$ cat src/rtl/alu_nibble_sequencer_pkg.sv
// Shared types and select codes for the nibble-serial ALU sequencer.
// Command bundle, FSM states and common 74181 function selects.
package alu_nibble_sequencer_pkg;

  typedef struct packed {
    logic [3:0] s;
    logic       m;
    logic       cin;
  } alu_cmd_t;

  typedef enum logic [1:0] {
    IDLE,
    RUN,
    DONE
  } seq_state_t;

  localparam logic [3:0] S_ADD = 4'b1001;
  localparam logic [3:0] S_SUB = 4'b0110;
  localparam logic [3:0] S_XOR = 4'b0110;
  localparam logic [3:0] S_AND = 4'b1011;

endpackage

$ cat src/rtl/alu_nibble_sequencer_if.sv
// Command, response and slice-drive signals of the sequencer.
// master: producer/consumer/slice side; slave: the sequencer.
interface alu_nibble_sequencer_if #(
  parameter int WIDTH = 16
);

  logic             cmd_valid;
  logic             cmd_ready;
  logic [3:0]       cmd_s;
  logic             cmd_m;
  logic             cmd_cin;
  logic [WIDTH-1:0] cmd_a;
  logic [WIDTH-1:0] cmd_b;

  logic [3:0]       alu_s;
  logic             alu_m;
  logic             alu_cn_n;
  logic [3:0]       alu_a;
  logic [3:0]       alu_b;
  logic [3:0]       alu_f;
  logic             alu_cn4_n;
  logic             alu_aeqb;

  logic             rsp_valid;
  logic             rsp_ready;
  logic [WIDTH-1:0] rsp_f;
  logic             rsp_cout;
  logic             rsp_aeqb;

  modport master (
    output cmd_valid, cmd_s, cmd_m,
    output cmd_cin, cmd_a, cmd_b,
    output rsp_ready,
    output alu_f, alu_cn4_n, alu_aeqb,
    input  cmd_ready,
    input  rsp_valid, rsp_f,
    input  rsp_cout, rsp_aeqb,
    input  alu_s, alu_m, alu_cn_n,
    input  alu_a, alu_b
  );

  modport slave (
    input  cmd_valid, cmd_s, cmd_m,
    input  cmd_cin, cmd_a, cmd_b,
    input  rsp_ready,
    input  alu_f, alu_cn4_n, alu_aeqb,
    output cmd_ready,
    output rsp_valid, rsp_f,
    output rsp_cout, rsp_aeqb,
    output alu_s, alu_m, alu_cn_n,
    output alu_a, alu_b
  );

endinterface

$ cat src/rtl/alu_nibble_sequencer.sv
// Runs one WIDTH-bit op as WIDTH/4 LSB-first passes through a 4-bit slice.
// Ports: clk, rst_n (sync, active-low), bus (cmd / slice / rsp channels).
module alu_nibble_sequencer
  import alu_nibble_sequencer_pkg::*;
#(
  parameter int WIDTH = 16
) (
  input  logic                 clk,
  input  logic                 rst_n,
  alu_nibble_sequencer_if.slave bus
);

  localparam int NIB = WIDTH / 4;
  localparam int IW  = $clog2(NIB);
  localparam logic [IW-1:0] LAST = IW'(NIB - 1);

  seq_state_t       state_q, state_d;
  alu_cmd_t         cmd_in;
  logic [3:0]       s_q, s_d;
  logic             m_q, m_d;
  logic [WIDTH-1:0] a_q, a_d;
  logic [WIDTH-1:0] b_q, b_d;
  logic [WIDTH-1:0] f_q, f_d;
  logic [IW-1:0]    idx_q, idx_d;
  logic             carry_q, carry_d;
  logic             aeqb_q, aeqb_d;
  logic             live_q, live_d;

  assign cmd_in = '{
    s:   bus.cmd_s,
    m:   bus.cmd_m,
    cin: bus.cmd_cin
  };

  assign bus.rsp_f    = f_q;
  assign bus.rsp_cout = carry_q;
  assign bus.rsp_aeqb = aeqb_q;

  always_comb begin
    state_d       = state_q;
    s_d           = s_q;
    m_d           = m_q;
    a_d           = a_q;
    b_d           = b_q;
    f_d           = f_q;
    idx_d         = idx_q;
    carry_d       = carry_q;
    aeqb_d        = aeqb_q;
    // Holds cmd_ready low for the first cycle after reset.
    live_d        = 1'b1;
    bus.cmd_ready = 1'b0;
    bus.rsp_valid = 1'b0;
    bus.alu_s     = 4'b0000;
    bus.alu_m     = 1'b1;
    bus.alu_cn_n  = 1'b1;
    bus.alu_a     = 4'h0;
    bus.alu_b     = 4'h0;
    unique case (state_q)
      IDLE: begin
        bus.cmd_ready = live_q;
        if (live_q && bus.cmd_valid) begin
          s_d     = cmd_in.s;
          m_d     = cmd_in.m;
          a_d     = bus.cmd_a;
          b_d     = bus.cmd_b;
          // Logic mode never feeds a carry into the slice.
          carry_d = cmd_in.m ? 1'b0 : cmd_in.cin;
          idx_d   = '0;
          aeqb_d  = 1'b1;
          state_d = RUN;
        end
      end
      RUN: begin
        bus.alu_s    = s_q;
        bus.alu_m    = m_q;
        bus.alu_cn_n = ~carry_q;
        bus.alu_a    = a_q[{idx_q, 2'b00} +: 4];
        bus.alu_b    = b_q[{idx_q, 2'b00} +: 4];
        f_d[{idx_q, 2'b00} +: 4] = bus.alu_f;
        carry_d = m_q ? 1'b0 : ~bus.alu_cn4_n;
        aeqb_d  = aeqb_q & bus.alu_aeqb;
        if (idx_q == LAST) begin
          idx_d   = '0;
          state_d = DONE;
        end else begin
          idx_d = idx_q + 1'b1;
        end
      end
      DONE: begin
        bus.rsp_valid = 1'b1;
        if (bus.rsp_ready) begin
          state_d = IDLE;
        end
      end
      default: state_d = IDLE;
    endcase
  end

  always_ff @(posedge clk) begin
    if (!rst_n) begin
      state_q <= IDLE;
      s_q     <= '0;
      m_q     <= 1'b1;
      a_q     <= '0;
      b_q     <= '0;
      f_q     <= '0;
      idx_q   <= '0;
      carry_q <= 1'b0;
      aeqb_q  <= 1'b0;
      live_q  <= 1'b0;
    end else begin
      state_q <= state_d;
      s_q     <= s_d;
      m_q     <= m_d;
      a_q     <= a_d;
      b_q     <= b_d;
      f_q     <= f_d;
      idx_q   <= idx_d;
      carry_q <= carry_d;
      aeqb_q  <= aeqb_d;
      live_q  <= live_d;
    end
  end

endmodule

$ cat src/flat_wrapper.sv
// flat-port wrapper written by rule: the top's interface ports become plain ports
module alu_nibble_sequencer_flat import alu_nibble_sequencer_pkg::*;
#(
  parameter int WIDTH = 16
)
  (clk, rst_n, bus_cmd_valid, bus_cmd_s, bus_cmd_m, bus_cmd_cin, bus_cmd_a, bus_cmd_b, bus_rsp_ready, bus_alu_f, bus_alu_cn4_n, bus_alu_aeqb, bus_cmd_ready, bus_rsp_valid, bus_rsp_f, bus_rsp_cout, bus_rsp_aeqb, bus_alu_s, bus_alu_m, bus_alu_cn_n, bus_alu_a, bus_alu_b);
  alu_nibble_sequencer_if #(.WIDTH(WIDTH)) bus_i ();
  input  logic clk;
  input  logic rst_n;
  input wire logic [$bits(bus_i.cmd_valid)-1:0] bus_cmd_valid;
  input wire logic [$bits(bus_i.cmd_s)-1:0] bus_cmd_s;
  input wire logic [$bits(bus_i.cmd_m)-1:0] bus_cmd_m;
  input wire logic [$bits(bus_i.cmd_cin)-1:0] bus_cmd_cin;
  input wire logic [$bits(bus_i.cmd_a)-1:0] bus_cmd_a;
  input wire logic [$bits(bus_i.cmd_b)-1:0] bus_cmd_b;
  input wire logic [$bits(bus_i.rsp_ready)-1:0] bus_rsp_ready;
  input wire logic [$bits(bus_i.alu_f)-1:0] bus_alu_f;
  input wire logic [$bits(bus_i.alu_cn4_n)-1:0] bus_alu_cn4_n;
  input wire logic [$bits(bus_i.alu_aeqb)-1:0] bus_alu_aeqb;
  output wire logic [$bits(bus_i.cmd_ready)-1:0] bus_cmd_ready;
  output wire logic [$bits(bus_i.rsp_valid)-1:0] bus_rsp_valid;
  output wire logic [$bits(bus_i.rsp_f)-1:0] bus_rsp_f;
  output wire logic [$bits(bus_i.rsp_cout)-1:0] bus_rsp_cout;
  output wire logic [$bits(bus_i.rsp_aeqb)-1:0] bus_rsp_aeqb;
  output wire logic [$bits(bus_i.alu_s)-1:0] bus_alu_s;
  output wire logic [$bits(bus_i.alu_m)-1:0] bus_alu_m;
  output wire logic [$bits(bus_i.alu_cn_n)-1:0] bus_alu_cn_n;
  output wire logic [$bits(bus_i.alu_a)-1:0] bus_alu_a;
  output wire logic [$bits(bus_i.alu_b)-1:0] bus_alu_b;
  assign bus_i.cmd_valid = bus_cmd_valid;
  assign bus_i.cmd_s = bus_cmd_s;
  assign bus_i.cmd_m = bus_cmd_m;
  assign bus_i.cmd_cin = bus_cmd_cin;
  assign bus_i.cmd_a = bus_cmd_a;
  assign bus_i.cmd_b = bus_cmd_b;
  assign bus_i.rsp_ready = bus_rsp_ready;
  assign bus_i.alu_f = bus_alu_f;
  assign bus_i.alu_cn4_n = bus_alu_cn4_n;
  assign bus_i.alu_aeqb = bus_alu_aeqb;
  assign bus_cmd_ready = bus_i.cmd_ready;
  assign bus_rsp_valid = bus_i.rsp_valid;
  assign bus_rsp_f = bus_i.rsp_f;
  assign bus_rsp_cout = bus_i.rsp_cout;
  assign bus_rsp_aeqb = bus_i.rsp_aeqb;
  assign bus_alu_s = bus_i.alu_s;
  assign bus_alu_m = bus_i.alu_m;
  assign bus_alu_cn_n = bus_i.alu_cn_n;
  assign bus_alu_a = bus_i.alu_a;
  assign bus_alu_b = bus_i.alu_b;
  alu_nibble_sequencer #(.WIDTH(WIDTH)) u_core (.clk(clk), .rst_n(rst_n), .bus(bus_i));
endmodule
$ cat config.mk
export PLATFORM = sky130hd
export DESIGN_NAME = alu_nibble_sequencer_flat
export DESIGN_NICKNAME = d
export VERILOG_FILES = /design/src/rtl/alu_nibble_sequencer_pkg.sv /design/src/rtl/alu_nibble_sequencer_if.sv /design/src/rtl/alu_nibble_sequencer.sv /design/src/flat_wrapper.sv
export SDC_FILE = /design/constraint.sdc
export NUM_CORES = 1
export LEC_CHECK = 0
export CAP_MARGIN = 20
export CORE_MARGIN = 1
export CORE_UTILIZATION = 30
export CTS_CLUSTER_SIZE = 10
export DETAILED_ROUTE_END_ITERATION = 8
export GPL_TIMING_DRIVEN = 0
export SLEW_MARGIN = 25
export SYNTH_ARGS = -nofsm -noshare
export SYNTH_HDL_FRONTEND = slang
export SYNTH_SLANG_ARGS = --single-unit
$ cat constraint.sdc
create_clock -name clk -period 1.8 [get_ports clk]
set_input_delay 0.45 -clock clk [delete_from_list [all_inputs] [get_ports clk]]
set_output_delay 0.45 -clock clk [all_outputs]
set_load 0.005 [all_outputs]
==> out/results.ini, run 1 <==
[route]
met1Wirelength_mm=3.612
wl_met2_mm=3.634
route.met3.wl_um=355
firstDrtPassIters=4
maxUsedRoutingLayer=met4
drc=0
via_count=2478
first_iter_violations=57
postRouteAntennaNets=0
wirelength_mm=7.702
avgViaCountPerCell=4.711
wl_per_cell_um=14.64

[timing]
rsz0062_at_grt=yes
worstMarginPinSlew_ps=425.8
tns_ps=-5307
skew_ps=9.412
drv_slew=0
setup_violations=24
relSlewSlack_pct=71.61
finalCritPeriodShare_pct=119.7
fmax_mhz=464.2
layout_setup_ws_ps=-354.0
whs_ps=451.2
min_period_ps=2154
hold_viol_final=0

[finish]
fin_nets=467
utilization_pct=47.96
drive_gt1_share_pct=23.92
layout.cells.non_filler=526
diodes=0
area_growth_pct=54.91

[logic_synthesis]
syn_inst=295
synthTopCellsByCount=nand2_1, dfxtp_1, a21boi_1
synth-simple-area-share_pct=23.91
synth_largest_area_cell=dfxtp_1
avgSynthCellArea_um2=9.153
syn_nets=349
synth_ff_type=dfxtp_1
yosysMostFrequentCell=nand2_1
synthArstFlopShare_pct=0
ys.warnings.count=0
ys_seq_area_share_pct=44.49
synth_fa_ha_area_share_pct=2.780
synth_top_family_by_area=simple AND/OR/NAND/NOR gates
syn_area_um2=2700
synth_xor_xnor_area_share_pct=0
synth-edff-count=0
synth-compound-area-share_pct=15.52
synth-seq-cells=60
muxShareOfSynthArea_pct=7.970
yosysUniqueCellTypes=36
ys_top_cells_by_area=dfxtp_1, nand2_1, a21boi_1, mux4_1, mux4_2
yosys.area.top_type_share_pct=44.49

[die]
die_area_um2=9384
rows=34
die_w_um=96.87
initial_core_util_pct=30.96
ios=82
die_h_um=96.87
core_um2=8721

[worst_setup_path]
r2r-end=u_core.bus.rsp_f[0]
cpMostUsedCell=buf_6
reg2reg_depth=11
required_ps=1350
end_kind=output port
setup.worst_path.end=bus_alu_b[2]
crit_type=register to output port
cp-start-kind=register
reg2reg_from=u_core.idx_q[0]
crit_chain=buf_12, buf_6, mux4_2, and2_4, buf_6
max_stage_delay_ps=490
crit_slowest_cell=mux4_2
cp.arrival_ps=1700
crit_fanout=5
crit_start=u_core.idx_q[0]
reg2reg_slack_ps=-260

[clocking]
htreeDepth=3
insertion_delay_ps=350
clock_sinks=60
clk_pin_slew_ps=70
cts_tree=built
clk_path_buf_depth=2
numCtsBuffers=9
root_buffer=clkbuf_8

[job]
maxCapViolations=0

[placement]
port_buffers=81
gp_congestion=0.8145
dp_cells=484
dp.final_hpwl_mm=5.292

[power]
ir_worst_vdd_mv=0.4411
p_leak_uw=0.001615
power_density_nw_per_um2=788.2

[outcome]
status=finished with violations
failed_checks=negative setup slack

[hold_path]
hp-class=register to register
hp-start=u_core.s_q[3]

[global_route]
grt_pass1_wl_mm=12.51
antenna_found_initial=0
grt_max_degree=12
grt.total_usage_pct=17.01
grt.overflow.total=0
grt_pass1_vias=2502

==> layout make-up <==
type,count,area [µm²]
Buffer,20,127.6
Fill cell,843,4538
Tap cell,108,135.1
Sequential cell,60,1212
Clock inverter,6,87.58
Inverter,3,15.01
Clock buffer,10,137.6
Multi-Input combinational cell,209,1418
Timing Repair Buffer,110,1050
==> report_power, final <==
group          leakage, µW  switching, µW  internal, µW  total (µW)
clock             0.000105            561           814        1380
sequential        0.000491           33.3          1380        1410
combinational      0.00102            205           304         509
total              0.00161            800          2500        3300
==> state kept, by name, indices dropped and copies added (netlist names) <==
name	cells
u_core.s_q	4
u_core.a_q	16
u_core.idx_q	2
u_core.bus.rsp_cout	1
u_core.m_q	1
u_core.bus.rsp_aeqb	1
u_core.state_q	2
u_core.live_q	1
u_core.b_q	16
u_core.bus.rsp_f	16
==> per-layer routing <==
metal,GRT usage (%),vias up
li1,-,1236
met1,21.32,1177
met2,27.90,56
met3,5.130,9
met4,5.396,0
met5,0,-
==> worst min-delay path by stage <==
stage | endpoint | slack [ps] | depth (start not counted)
4_1_cts | u_core.s_q[2] | 450 | 2
5_1_grt | u_core.b_q[5] | 470 | 2
3_5_place_dp | u_core.s_q[2] | 440 | 2
3_3_place_gp | u_core.a_q[5] | 440 | 2
6_report | u_core.s_q[3] | 450 | 2
2_1_floorplan | u_core.a_q[4] | 430 | 2
==> worst max-delay path, delay by kind of cell (launching register included) <==
family	cells	cell delay, ps
buffers and inverters	3	310
DFF	1	410
muxes	1	490
and+or+nand+nor	1	150
==> cell families (layout without fill, tap and decap cells) <==
kind of cell,count (synthesis),in the layout
muxes,10,10
DFF,60,60
AOI/OAI and AO/OA,58,58
adders and majority gates,6,6
and+or+nand+nor,135,135
buffers and inverters,26,149
==> repair_timing <==
item | in CTS | in global routing
hold buffers | 0 | 0
endpoints found under the setup margin | 33 | 30
gates cloned | 0 | 0
resized for setup | 83 | 20
buffers inserted | 19 | 10
pin swaps | 11 | 10
==> layout by cell type, fill, tap and decap left out, types with 2 or more instances in the layout <==
cell,count
nand2_1,91
clkdlybuf4s50_1,65
dfxtp_1,57
a21boi_1,37
buf_4,18
buf_2,17
buf_6,15
clkbuf_8,11
o22ai_1,9
mux4_2,8
and2_1,7
nor2b_1,7
and2_4,6
clkbuf_1,6
clkinvlp_4,4
ha_1,4
buf_12,3
a32oi_1,3
o21ai_0,3
dlygate4sd2_1,3
dfxtp_4,3
inv_1,2
nand2b_1,2
and3b_1,2
nand4_1,2
mux2i_1,2
nand3b_1,2
nand3_1,2
nor3_1,2
bufinv_16,2
==> per-stage QoR <==
stage,instance area (µm²),setup WS [ps],total power [µW]
5_1_grt,4183,-419.4,3449
6_report,4183,-354.0,3297
4_1_cts,4091,-400.7,3295
3_3_place_gp,3646,-599.9,1844
2_1_floorplan,2700,39.36,1641
3_5_place_dp,3646,-572.8,1849
Note: power is estimated with default switching activity, not from simulation.
==> run 2: changes to the inputs <==
Settings changed: CORE_UTILIZATION 30 to 42, PLACE_DENSITY from default to 0.76, RECOVER_POWER from default to 100.
==> out/results.ini, run 2 (synthesis results as in run 1) <==
[timing]
drv_slew=0  ; unchanged
finalCritPeriodShare_pct=123.1  ; was 119.7%
relSlewSlack_pct=67.97  ; was 71.61%
rsz0062_at_grt=yes  ; unchanged
hold_viol_final=0  ; unchanged
min_period_ps=2217  ; was 2154 ps
tns_ps=-3413  ; was -5307 ps
worstMarginPinSlew_ps=480.4  ; was 425.8 ps
setup_violations=17  ; was 24
skew_ps=7.101  ; was 9.412 ps
layout_setup_ws_ps=-416.6  ; was -354.0 ps
fmax_mhz=451.1  ; was 464.2 MHz

[clocking]
insertion_delay_ps=340  ; was 350 ps
root_buffer=clkbuf_8  ; unchanged
clk_path_buf_depth=2  ; unchanged
clock_sinks=60  ; unchanged
htreeDepth=3  ; unchanged
cts_tree=built  ; unchanged
numCtsBuffers=9  ; unchanged
clk_pin_slew_ps=70  ; about the same

[die]
die_w_um=82.18  ; was 96.87 µm
rows=28  ; was 34
die_h_um=82.18  ; was 96.87 µm
die_area_um2=6754  ; was 9384 µm²
ios=82  ; unchanged
initial_core_util_pct=44.55  ; was 30.96%
core_um2=6061  ; was 8721 µm²

[power]
power_density_nw_per_um2=792.0  ; was 788.2 nW/µm²
finalPower_uw=3259  ; was 3297 µW
p_leak_uw=0.001661  ; was 0.001615 µW
ir_worst_vdd_mv=0.4961  ; was 0.4411 mV

[job]
maxCapViolations=0  ; unchanged

[global_route]
grt_pass1_vias=2557  ; was 2,502
grt_max_degree=11  ; was 12
antenna_found_initial=0  ; unchanged
grt.overflow.total=0  ; unchanged
grt.total_usage_pct=24.67  ; was 17.01%
grt_pass1_wl_mm=12.24  ; was 12.51 mm

[worst_setup_path]
required_ps=1350  ; about the same
reg2reg_from=u_core.idx_q[0]  ; unchanged
crit_fanout=3  ; was 5
crit_type=register to output port  ; unchanged
cp.arrival_ps=1770  ; was 1700 ps
cp-start-kind=register  ; unchanged
reg2reg_depth=9  ; was 11
r2r-end=u_core.bus.rsp_f[2]  ; was u_core.bus.rsp_f[0]
reg2reg_slack_ps=-10  ; was -260 ps
end_kind=output port  ; unchanged

[finish]
final_cell_mix=nand2_1, dfxtp_1, clkdlybuf4s50_1  ; was nand2_1, clkdlybuf4s50_1, dfxtp_1
diodes=0  ; unchanged
area_growth_pct=52.41  ; was 54.91%
fin_nets=467  ; unchanged
mostFrequentLayoutCell=nand2_1  ; unchanged
drive_gt1_share_pct=23.92  ; unchanged

[route]
wirelength_mm=7.724  ; was 7.702 mm
postRouteAntennaNets=0  ; unchanged
first_iter_violations=168  ; was 57
via_count=2558  ; was 2,478
avgViaCountPerCell=5.189  ; was 4.711
firstDrtPassIters=4  ; unchanged
drc=0  ; unchanged
wl_per_cell_um=15.67  ; was 14.64 µm

[hold_path]
holdPathStages=2  ; unchanged
hp-start=u_core.s_q[1]  ; was u_core.s_q[3]
min_to=u_core.s_q[1]  ; was u_core.s_q[3]
hp-class=register to register  ; unchanged

[placement]
port_buffers=81  ; unchanged
dp.final_hpwl_mm=4.985  ; was 5.292 mm
place_ws_ps=-548.0  ; was -572.8 ps
gp_congestion=0.8140  ; was 0.8145

[outcome]
status=finished with violations  ; unchanged
failed_checks=negative setup slack  ; unchanged

## run 2: cell count changes in the layout (fill, tap and decap cells not counted), moves of 3 or more
cell and change:
clkinvlp_4 -4, a21boi_1 -20, buf_2 -6, clkbuf_2 +3
dlygate4sd2_1 -3, clkdlybuf4s50_1 -17, buf_6 +5, a21boi_0 +20
dlygate4sd3_1 +17
## run 2: stage by stage
step	instances	instance area, µm²	hold slack (ps)	util, %
floorplan	295	2700	430.3	-
global placement	451	3605	436.1	59.48
detailed placement	451	3605	440.5	59.48
CTS	486	4023	454.3	66.37
global route	493	4115	484.8	67.90
finish	493	4115	453.6	67.90
## run 2: per-layer routing
metal | GRT usage (%) | share of wire (%)
met2 | 41.24 | 50
met5 | 0 | 0
met3 | 6.264 | 5.9
met1 | 30.75 | 43
met4 | 8.421 | 1.5
## run 2: repair_timing
action,in CTS,in global routing
endpoints found under the setup margin,32,24
hold buffers,0,0
gates resized for setup,88,24
buffers inserted,19,9
pin swaps,10,7
gates cloned,0,0
## run 2: critical path, cell delays in order (launching register included)
cell,delay (ps)
dfxtp_2,340
buf_6,120
buf_8,110
buf_6,90
mux4_2,490
and2_4,170
buf_6,100
## run 2: cell type report
| type | count | area [µm²] |
|---|---|---|
| timing repair buffer | 108 | 1047 |
| inverter | 3 | 11.26 |
| clock buffer | 11 | 141.4 |
| multi-input combinational | 209 | 1396 |
| buffer | 22 | 143.9 |
| fill | 483 | 1946 |
| tap | 75 | 93.84 |
| clock inverter | 5 | 75.07 |
| sequential | 60 | 1206 |
## run 2: worst max-delay path by stage
stage	start	endpoint	slack, ps	cells after the start
2_1_floorplan	u_core.idx_q[1]	u_core.bus.rsp_f[0]	40	6
3_3_place_gp	u_core.idx_q[1]	bus_alu_b[2]	-530	4
3_5_place_dp	u_core.state_q[0]	bus_alu_a[2]	-550	4
4_1_cts	u_core.idx_q[0]	bus_alu_b[2]	-410	6
5_1_grt	u_core.idx_q[0]	bus_alu_b[2]	-460	6
6_report	u_core.idx_q[0]	bus_alu_b[2]	-420	6
## run 2: report_power, final
part | switching [µW] | internal (µW)
logic | 212 | 292
registers | 30.2 | 1380
clock network | 534 | 810
==> run 3: changes to the inputs <==
--- a/config.mk
+++ b/config.mk
@@ -12,5 +12,5 @@
 export DETAILED_ROUTE_END_ITERATION = 8
 export GPL_TIMING_DRIVEN = 0
-export PLACE_DENSITY = 0.76
+export PLACE_DENSITY_LB_ADDON = 0.05
 export RECOVER_POWER = 100
 export SLEW_MARGIN = 25
==> constraint.sdc (replaced) <==
create_clock -name clk -period 1.8 [get_ports clk]
set_input_delay 0.45 -clock clk [delete_from_list [all_inputs] [get_ports clk]]
set_output_delay 0.45 -clock clk [all_outputs]
set_load 0.1 [all_outputs]
==> out/results.ini, run 3 (synthesis results as in run 1) <==
[worst_setup_path]
setup.worst_path.end=bus_alu_b[2]  ; unchanged
crit_type=register to output port  ; unchanged
reg2reg_slack_ps=-20  ; was -10 ps
reg2reg_depth=8  ; was 9
crit_fanout=6  ; was 3
crit_start=u_core.idx_q[0]  ; unchanged
reg2reg_from=u_core.idx_q[0]  ; unchanged
r2r-end=u_core.bus.rsp_f[1]  ; was u_core.bus.rsp_f[2]
cp-start-kind=register  ; unchanged
end_kind=output port  ; unchanged
cp.arrival_ps=1740  ; was 1770 ps
required_ps=1350  ; about the same

[timing]
skew_ps=7.644  ; was 7.101 ps
setup_violations=15  ; was 17
finalCritPeriodShare_pct=121.7  ; was 123.1%
relSlewSlack_pct=63.12  ; was 67.97%
whs_ps=454.2  ; was 453.6 ps
fmax_mhz=456.6  ; was 451.1 MHz
worstMarginPinSlew_ps=555.7  ; was 480.4 ps
drv_slew=0  ; unchanged
layout_setup_ws_ps=-390.3  ; was -416.6 ps
min_period_ps=2190  ; was 2217 ps
hold_viol_final=0  ; unchanged
rsz0062_at_grt=yes  ; unchanged

[die]
die_area_um2=6754  ; unchanged
die_h_um=82.18  ; unchanged
initial_core_util_pct=44.55  ; unchanged
ios=82  ; unchanged
die_w_um=82.18  ; unchanged
core_um2=6061  ; unchanged
rows=28  ; unchanged

[outcome]
status=finished with violations  ; unchanged
failed_checks=negative setup slack  ; unchanged

[global_route]
grt_pass1_vias=2443  ; was 2,557
grt.total_usage_pct=22.95  ; was 24.67%
antenna_found_initial=0  ; unchanged
grt_pass1_wl_mm=11.41  ; was 12.24 mm
grt.overflow.total=0  ; unchanged
grt_max_degree=11  ; unchanged

[placement]
place_ws_ps=-1299  ; was -548.0 ps
gp_congestion=0.7844  ; was 0.8140
dp.final_hpwl_mm=4.745  ; was 4.985 mm
port_buffers=81  ; unchanged

[finish]
final_cell_mix=nand2_1, dfxtp_1, clkdlybuf4s50_1  ; unchanged
diodes=0  ; unchanged
utilization_pct=69.67  ; was 67.90%
mostFrequentLayoutCell=nand2_1  ; unchanged
drive_gt1_share_pct=27.52  ; was 23.92%
area_growth_pct=56.39  ; was 52.41%
fin_nets=457  ; was 467

[route]
wl_per_cell_um=14.57  ; was 15.67 µm
first_iter_violations=76  ; was 168
drc=0  ; unchanged
via_count=2462  ; was 2,558
firstDrtPassIters=4  ; unchanged
wirelength_mm=7.022  ; was 7.724 mm
avgViaCountPerCell=5.108  ; was 5.189
postRouteAntennaNets=0  ; unchanged

[clocking]
insertion_delay_ps=330  ; was 340 ps
htreeDepth=3  ; unchanged
clk_pin_slew_ps=70  ; about the same
cts_tree=built  ; unchanged
root_buffer=clkbuf_8  ; unchanged
clk_path_buf_depth=2  ; unchanged
cts_hold_buf=0  ; unchanged
clock_sinks=60  ; unchanged
numCtsBuffers=9  ; unchanged

[power]
sw_frac_of_total_pct=25.75  ; was 23.80%
power_frac_comb_pct=18.5  ; was 15.5%
pwr-share-seq_pct=43.3  ; about the same
power_density_nw_per_um2=771.7  ; was 792.0 nW/µm²
p_leak_uw=0.001607  ; was 0.001661 µW
p_sw_uw=839.2  ; was 775.7 µW
clkPwrFrac_pct=38.2  ; was 41.2%
ir_worst_vdd_mv=0.6612  ; was 0.4961 mV
p_int_uw=2420  ; was 2484 µW

[job]
maxCapViolations=0  ; unchanged

[hold_path]
hp-class=register to register  ; unchanged

## run 3: through the flow
stage	area [µm²]	std cells	TNS (ps)	power (µW)
finish	4223	482	-3143	3259
CTS	4159	480	-3254	3265
detailed placement	3635	451	-22890	1957
global placement	3635	451	-21330	1950
floorplan	2730	295	-1043	1753
global route	4223	482	-4518	3376
## run 3: how the worst min path moves through the flow
| stage | from | end | slack (ps) | cells past startpoint |
|---|---|---|---|---|
| floorplan | u_core.a_q[4] | u_core.a_q[4] | 430 | 2 |
| global placement | u_core.s_q[0] | u_core.s_q[0] | 440 | 2 |
| detailed placement | u_core.s_q[0] | u_core.s_q[0] | 440 | 2 |
| CTS | u_core.a_q[6] | u_core.a_q[6] | 450 | 2 |
| global route | u_core.a_q[6] | u_core.a_q[6] | 480 | 2 |
| finish | u_core.s_q[3] | u_core.s_q[3] | 450 | 2 |
## run 3: power groups by stage
stage	clock network (µW)	logic, µW	registers, µW
6_report	1240	602	1410
5_1_grt	1310	645	1420
4_1_cts	1270	588	1410
3_5_place_dp	0	514	1440
3_3_place_gp	0	509	1440
2_1_floorplan	0	261	1490
## run 3: layer usage
| layer | share of wire, % | global-route usage, % | vias to the layer above | wire length, µm |
|---|---|---|---|---|
| met3 | 4.6 | 5.055 | 11 | 321 |
| met4 | 2.0 | 11.58 | 0 | 139 |
| met2 | 47 | 38.02 | 71 | 3285 |
| met1 | 47 | 27.91 | 1151 | 3276 |
| li1 | - | - | 1229 | - |
| met5 | 0 | 0 | - | 0 |
## run 3: timing repair
| action | CTS | global route |
|---|---|---|
| endpoints found under the setup margin | 50 | 25 |
| resized for setup | 215 | 17 |
| pin swaps | 9 | 9 |
| buffers inserted | 14 | 2 |
| gates cloned | 0 | 0 |
## run 3: final cells by class
class                   instances  area [µm²]
well taps                      75       93.84
flip-flops and latches         60        1209
repair buffers                 97        1112
clock buffers                  14       172.7
clock inverters                 1       30.03
multi-input cells             209        1433
plain buffers                  23       157.7
fillers                       476        1838
inverters                       3       15.01
## run 3: critical path, cell delays in order, from the launching register on
cell and delay [ps]:
dfxtp_2 340, buf_6 130, buf_12 130, mux4_2 490
and2_4 160, buf_12 160
